$ cat config.mk
export PLATFORM = sky130hd
export DESIGN_NAME = branch_predictor
export DESIGN_NICKNAME = d
export VERILOG_FILES = /design/src/rtl/branch_predictor_pkg.sv /design/src/rtl/branch_predictor_sat.sv /design/src/rtl/branch_predictor.sv
export SDC_FILE = /design/constraint.sdc
export NUM_CORES = 1
export LEC_CHECK = 0
export CORE_ASPECT_RATIO = 0.75
export CORE_MARGIN = 3
export CORE_UTILIZATION = 30
export DETAILED_ROUTE_END_ITERATION = 8
export SLEW_MARGIN = 0
export SYNTH_ARGS = -nofsm -noshare
export SYNTH_HDL_FRONTEND = slang
export SYNTH_SLANG_ARGS = --single-unit
$ cat constraint.sdc
create_clock -name clk -period 5.7 [get_ports clk]
set_input_delay 0.855 -clock clk [delete_from_list [all_inputs] [get_ports clk]]
set_output_delay 0.855 -clock clk [all_outputs]
set_load 0.05 [all_outputs]
$ cat src/rtl/branch_predictor_pkg.sv
// Shared types for the branch-direction predictor.
// Counter encodings, controller states and the table init value.
package branch_predictor_pkg;

   typedef enum logic [1:0] {
      SNT = 2'b00,
      WNT = 2'b01,
      WT  = 2'b10,
      ST  = 2'b11
   } ctr_e;

   typedef enum logic {
      INIT  = 1'b0,
      READY = 1'b1
   } state_e;

   localparam logic [1:0] PHT_INIT = WNT;

endpackage

$ cat src/rtl/branch_predictor_sat.sv
// 2-bit saturating counter step: taken counts up, not-taken down.
// Purely combinational; used on the update read port of the table.
module sat_counter_update
   import branch_predictor_pkg::*;
(
   input  logic [1:0] cur_i,
   input  logic       taken_i,
   output logic [1:0] next_o
);

   always_comb begin
      next_o = cur_i;
      if (taken_i) begin
         if (cur_i != ST) begin
            next_o = cur_i + 2'd1;
         end
      end else if (cur_i != SNT) begin
         next_o = cur_i - 2'd1;
      end
   end

endmodule

$ cat src/rtl/branch_predictor.sv
// Direct-mapped 2-bit branch-direction predictor with post-reset table init.
// Define BRANCH_PRED_STATS_EN to build the branch/mispredict counters.
module branch_predictor
   import branch_predictor_pkg::*;
#(
   parameter int INDEX_BITS = 6
)(
   input  logic        clk,
   input  logic        rst,
   input  logic [31:0] FetchPC,
   output logic        PredictTaken,
   output logic        Ready,
   input  logic        ResolveValid,
   input  logic [31:0] ResolvePC,
   input  logic        BranchTaken,
   input  logic        PredictedTaken,
   output logic        Mispredict,
   output logic [31:0] BranchCount,
   output logic [31:0] MispredictCount
);

   localparam int ENTRIES = 1 << INDEX_BITS;

   state_e                state_q, state_d;
   logic [INDEX_BITS-1:0] init_idx_q, init_idx_d;
   logic [1:0]            pht_q [ENTRIES];
   logic [1:0]            pht_d [ENTRIES];

   logic [INDEX_BITS-1:0] fetch_idx;
   logic [INDEX_BITS-1:0] resolve_idx;
   logic [1:0]            resolve_ctr;
   logic [1:0]            resolve_next;
   logic                  is_init;
   logic                  unused_pc_bits;

   assign fetch_idx   = FetchPC[INDEX_BITS+1:2];
   assign resolve_idx = ResolvePC[INDEX_BITS+1:2];
   assign resolve_ctr = pht_q[resolve_idx];

   // Upper PC bits alias freely; the low two are always zero.
   assign unused_pc_bits = ^{FetchPC[31:INDEX_BITS+2], FetchPC[1:0],
                             ResolvePC[31:INDEX_BITS+2], ResolvePC[1:0]};

   sat_counter_update u_sat (
      .cur_i   (resolve_ctr),
      .taken_i (BranchTaken),
      .next_o  (resolve_next)
   );

   assign is_init      = (state_q == INIT);
   assign Ready        = ~is_init;
   assign PredictTaken = ~is_init & pht_q[fetch_idx][1];
   assign Mispredict   = ResolveValid & (BranchTaken != PredictedTaken) & ~rst;

   always_comb begin
      state_d    = state_q;
      init_idx_d = init_idx_q;
      pht_d      = pht_q;
      if (!rst) begin
         unique case (state_q)
            INIT: begin
               pht_d[init_idx_q] = PHT_INIT;
               init_idx_d        = init_idx_q + INDEX_BITS'(1);
               if (init_idx_q == '1) begin
                  state_d = READY;
               end
            end
            READY: begin
               if (ResolveValid) begin
                  pht_d[resolve_idx] = resolve_next;
               end
            end
         endcase
      end
   end

   always_ff @(posedge clk) begin
      if (rst) begin
         state_q    <= INIT;
         init_idx_q <= '0;
      end else begin
         state_q    <= state_d;
         init_idx_q <= init_idx_d;
      end
   end

   // Table contents need no reset: INIT rewrites every entry.
   always_ff @(posedge clk) begin
      pht_q <= pht_d;
   end

`ifdef BRANCH_PRED_STATS_EN
   logic [31:0] branch_cnt_q, branch_cnt_d;
   logic [31:0] mispred_cnt_q, mispred_cnt_d;

   always_comb begin
      branch_cnt_d  = branch_cnt_q + {31'd0, ResolveValid};
      mispred_cnt_d = mispred_cnt_q + {31'd0, Mispredict};
   end

   always_ff @(posedge clk) begin
      if (rst) begin
         branch_cnt_q  <= '0;
         mispred_cnt_q <= '0;
      end else begin
         branch_cnt_q  <= branch_cnt_d;
         mispred_cnt_q <= mispred_cnt_d;
      end
   end

   assign BranchCount     = branch_cnt_q;
   assign MispredictCount = mispred_cnt_q;
`else
   assign BranchCount     = '0;
   assign MispredictCount = '0;
`endif

endmodule

==> results.yml, run 1 <==
run_status:
  status: "completed"
place:
  placed_cell_area_sq_um: 10300
  numPlacedInstances: 1408
  gp_congestion: 0.892
  portBuffers: 19
  dp_hpwl_um: 20800
  dp_slack_ns: 1.17
clock_network:
  ctsResizeCount: 0
  cts_hold_buf: 0
  clock_latency_ns: 0.44
  cts_tree: "built"
  cts_setup_buffers: 0
  cts_root_buffer: "clkbuf_16"
  cts_made_buffers: 17
  cts_sinks: 135
  htree_levels: 4
  cts.path.max_buffers: 2
  clk_pin_slew_ns: 0.06
critical_path:
  worstSetupPathType: "input pin to output port"
  crit_path_start_kind: "input pin"
  crit_path_start: "FetchPC[2]"
  r2r_start: "pht_q[35]$_DFFE_PP_"
  critPathArrivalTime_ns: 3.66
  cp_max_fo: 16
  cp_data_required_time_ns: 4.85
  cp-end-kind: "output port"
floorplan:
  fp.dieH_um: 165
  coreArea_sq_um: 32700
  initial_core_util_pct: 30.7
  die_area_sq_um: 35800
  ios: 136
  core.rowCount: 57
  die_w_um: 218
synthesis:
  synth.distinct_cells: 61
  avgSynthCellArea_sq_um: 9.71
  syn_inst: 1037
  ys.flop_type: "edfxtp_1"
  yosys_warnings: 0
  synth_edf_count: 128
  yosysSeqAreaShare_pct: 39.6
  synthArstFlopShare_pct: 0
  ys_ff_latch: 135
  synth_area_sq_um: 10100
layout:
  area_growth_pct: 8.18
  fin_nets: 1055
  final_area_sq_um: 10900
  register_area_sq_um: 3990
  mostFrequentLayoutCell: "nand2_1"
  n_fill_cell: 3307
  drive_above_1_share_pct: 17.7
  antennaDiodeCount: 0
  final_cell_count_no_fill: 1440
  multi_input_area_sq_um: 5250
  final_cell_mix: "nand2_1, edfxtp_1, a21oi_1"
power:
  power_density_nw_per_um2: 271
  peakVddDrop_mv: 0.208
  seq_power_share_pct: 40.0
  pwr-share-clk_pct: 41.9
  p_leak_nw: 3.47
  switchingPower_uw: 888
  internal-power_mw: 2.07
  p_comb_share_pct: 18.1
  p_sw_share_pct: 30.1
  fin_total_pwr_mw: 2.95
sta:
  fmax_ghz: 0.222
  finClkSkew_ns: 0.0163
  fin_crit_sh_pct: 79.2
  setup_slack_ns: 1.19
  slew_viol_final: 0
  max_slew_margin_pct: 19.6
  setup_tns_ns: 0
  setup_viol: 0
  hold_violations: 0
  timing.final.crit_period_ns: 4.51
  worst_pin_slew_ns: 1.20
  rsz0062_at_grt: "no"
routing:
  drt_iter0_markers: 1314
  vias: 8301
  drtAntennaViolNets: 0
  post_drt_wl_per_cell_um: 22.5
  viasPerCell: 5.76
  first_pass_iters: 5
  drc: 0
  drt_wl_total_um: 32400
min_path:
  min_path_type: "flop to flop"
  hold_start: "pht_q[46]$_DFFE_PP_"
global_routing:
  grt_use_total_pct: 17.8
  grt_max_degree: 88
  grt_antenna_before_repair: 1
  grt_pass1_wl_um: 48300
  first_global_vias: 7686
  globalRouteOverflowTotal: 0
job:
  cap_violations: 0
==> worst paths after layout <==
check,endpoint,slack (ns),depth (start not counted)
worst min register to register,pht_q[46]$_DFFE_PP_,0.61,2
worst max-delay path,PredictTaken,1.19,7
worst max register to register,pht_q[97]$_DFFE_PP_,2.48,8
worst min-delay path,pht_q[46]$_DFFE_PP_,0.61,2
==> synthesized netlist by cell type (5+ instances only) <==
master	number	share of area (%)
buf_12	5	0.99
nor2_1	14	0.52
mux4_2	31	6.9
a22oi_1	11	0.82
clkbuf_1	84	3.1
nor3b_1	8	0.60
nand3_1	69	3.4
nand3b_1	68	5.1
and3_1	5	0.31
buf_2	14	0.70
edfxtp_1	128	38
mux2i_1	11	1.1
o22ai_2	50	6.2
nand2_1	142	5.3
buf_1	5	0.19
a21oi_1	124	6.2
buf_4	68	5.1
o21ai_0	65	3.2
mux2_2	10	1.1
and3b_1	8	0.70
nor2b_1	5	0.31
dfxtp_1	7	1.4
o22ai_1	16	0.99
a221oi_1	8	0.70
inv_1	6	0.22
o21ai_1	6	0.30
==> power by group through the flow <==
stage	Clock [mW]	Combinational, mW	Sequential [mW]
3_5_place_dp	0	0.524	1.20
2_1_floorplan	0	0.451	1.18
5_1_grt	1.29	0.562	1.19
4_1_cts	1.24	0.526	1.18
6_report	1.24	0.534	1.18
3_3_place_gp	0	0.519	1.20
==> through the flow <==
| stage | utilization, % | hold WS (ns) |
|---|---|---|
| 2_1_floorplan | - | 0.560 |
| 3_3_place_gp | 31.3 | 0.588 |
| 3_5_place_dp | 31.3 | 0.595 |
| 4_1_cts | 33.3 | 0.610 |
| 5_1_grt | 33.3 | 0.645 |
| 6_report | 33.3 | 0.608 |
==> critical path, cell delays in order <==
cell and delay [ns]:
clkdlybuf4s50_1 0.47, buf_4 0.35, mux4_2 0.61, mux4_2 0.53, mux4_2 0.48, and2_1 0.17
buf_4 0.18
==> layout make-up <==
cell class,count,share of cell area [%]
Clock buffer,18,3.94
Timing Repair Buffer,51,4.02
Tap cell,442,5.08
Clock inverter,14,1.90
Multi-Input combinational cell,774,48.2
Inverter,6,0.207
Sequential cell,135,36.6
==> routing by layer <==
layer	wire [um]	global-route usage (%)	up-vias	share of wire [%]
li1	-	-	3662	-
met1	13900	26.0	4081	43
met2	13900	25.6	515	43
met3	3940	4.95	41	12
met4	603	5.07	2	1.9
met5	13	0	-	0.040
==> cells by family after synthesis <==
logic type                 after synthesis  synth area share (%)
buffers and inverters                  191                  11.1
other                                    1                0.0373
xor gates and xnor gates                 5                 0.435
and+or+nand+nor                        339                  18.0
AOI/OAI and AO/OA                      309                  20.8
DFF                                    135                  39.6
muxes                                   54                  9.67
adders and majority gates                3                 0.348
==> sequential cells by signal (all words and copies together) (netlist names) <==
name	flops
pht_q	128
init_idx_q	6
Ready	1
Note: power is estimated with default switching activity, not from simulation.
==> run 2, diff against run 1 <==
Clock period 5.7 ns to 3.6 ns, I/O delays scaled along.
==> run 2 against run 1 <==
Net effect:
- worst setup slack got worse by 1.1 ns
- largest power group is now registers
- critical endpoint unchanged
- global-route usage rose by 0.34 points
- largest cell class unchanged
- clock-buffer cell count rose by 10
==> results.yml, run 2 (synthesis results as in run 1) <==
sta:
  max_slew_margin_pct: 23.1
  timing.final.crit_period_ns: 3.48
  setup_slack_ns: 0.116
  hold_violations: 0
  fin_crit_sh_pct: 96.8
  slew_viol_final: 0
  rsz0062_at_grt: "no"
  worst_pin_slew_ns: 1.15
  fmax_ghz: 0.287
  setup_viol: 0
  finClkSkew_ns: 0.00763
power:
  peakVddDrop_mv: 0.361
  power_density_nw_per_um2: 407
  p_leak_nw: 3.67
place:
  gp_congestion: 0.848
  dp_slack_ns: -0.103
  dp_hpwl_um: 21500
  portBuffers: 19
global_routing:
  grt_antenna_before_repair: 1
  grt_pass1_wl_um: 49100
  grt_max_degree: 102
  first_global_vias: 7715
  globalRouteOverflowTotal: 0
  grt_use_total_pct: 18.1
min_path:
  min_path_type: "flop to flop"
routing:
  drtAntennaViolNets: 0
  viasPerCell: 5.73
  drt_iter0_markers: 1217
  first_pass_iters: 5
  vias: 8450
  drt_wl_total_um: 32600
  drc: 0
  post_drt_wl_per_cell_um: 22.1
clock_network:
  cts_tree: "built"
  clock_latency_ns: 0.43
  cts.path.max_buffers: 2
  cts_made_buffers: 17
  cts_sinks: 135
  cts_hold_buf: 0
  htree_levels: 4
  clk_pin_slew_ns: 0.05
  cts_root_buffer: "clkbuf_16"
layout:
  antennaDiodeCount: 0
  final_cell_mix: "nand2_1, edfxtp_1, a21oi_1"
  drive_above_1_share_pct: 20.3
  mostFrequentLayoutCell: "nand2_1"
  fin_nets: 1090
  final_util_pct: 34.2
  area_growth_pct: 11.1
  regMostFlops: "pht_q"
  largest_reg_flops: 128
floorplan:
  coreArea_sq_um: 32700
  fp.dieH_um: 165
  die_area_sq_um: 35800
  initial_core_util_pct: 30.7
  die_w_um: 218
  core.rowCount: 57
  ios: 136
critical_path:
  critPathArrivalTime_ns: 2.94
  crit_path_start_kind: "input pin"
  cp_data_required_time_ns: 3.06
  cp_max_fo: 16
  cp-end-kind: "output port"
  worstSetupPathType: "input pin to output port"
job:
  cap_violations: 0
run_status:
  status: "completed"
[run 2: cell count changes in the layout (fill, tap and decap cells not counted), sizes merged]
| cell | before | now |
|---|---|---|
| buf | 36 | 70 |
| bufbuf | 0 | 1 |
| bufinv | 5 | 2 |
| clkbuf | 18 | 29 |
| clkdlybuf4s50 | 15 | 14 |
| clkinv | 6 | 2 |
| clkinvlp | 3 | 0 |
[run 2: final timing paths]
path,start,endpoint,slack (ns),depth (start not counted)
worst max-delay path,FetchPC[3],PredictTaken,0.12,7
worst max register to register,pht_q[113]$_DFFE_PP_,pht_q[25]$_DFFE_PP_,0.79,7
worst min-delay path,pht_q[120]$_DFFE_PP_,pht_q[120]$_DFFE_PP_,0.61,2
worst min register to register,pht_q[120]$_DFFE_PP_,pht_q[120]$_DFFE_PP_,0.61,2
[run 2: worst max-delay path, cell delays in order]
cell	delay, ns
clkdlybuf4s50_1	0.51
buf_12	0.18
mux4_2	0.33
mux4_2	0.52
mux4_2	0.50
and2_1	0.17
buf_4	0.18
[run 2: cell type report]
cell class / count / area, sq um
Inverter: 6 / 22.5
Clock inverter: 4 / 70.1
Multi-Input combinational cell: 774 / 5250
Timing Repair Buffer: 86 / 796
Fill cell: 3263 / 21600
Clock buffer: 28 / 507
Tap cell: 442 / 553
Sequential cell: 135 / 3990
[run 2: per-layer routing]
metal	part of all wire, %	track usage, %	routed length (um)
met4	1.2	4.06	382
met1	44	27.6	14400
met5	0.021	0	7
met2	43	25.2	13900
met3	12	5.04	3860
[run 2: timing repair]
action / 4_1_cts / 5_1_grt
setup endpoints to repair: 1 / 1
hold endpoints to repair: 0 / 0
gates resized for setup: 2 / 1
gates cloned: 1 / 0
buffers inserted: 0 / 0
[run 2: through the flow]
step	instances	setup TNS (ns)	hold slack, ns	instance area [sq um]	total power [mW]
3_5_place_dp	1442	-0.103	0.592	10600	2.77
3_3_place_gp	1442	-0.113	0.587	10600	2.76
2_1_floorplan	1100	0	0.560	10300	2.58
5_1_grt	1475	0	0.640	11200	4.67
6_report	1475	0	0.612	11200	4.55
4_1_cts	1475	0	0.608	11200	4.54
[run 2: where the power goes]
group	internal (mW)	leakage, nW	switching (mW)	total, mW
Clock	1.09	0.283	0.692	1.79
Sequential	1.81	1.28	0.0697	1.88
Combinational	0.279	2.10	0.605	0.884
Total	3.18	3.67	1.37	4.55
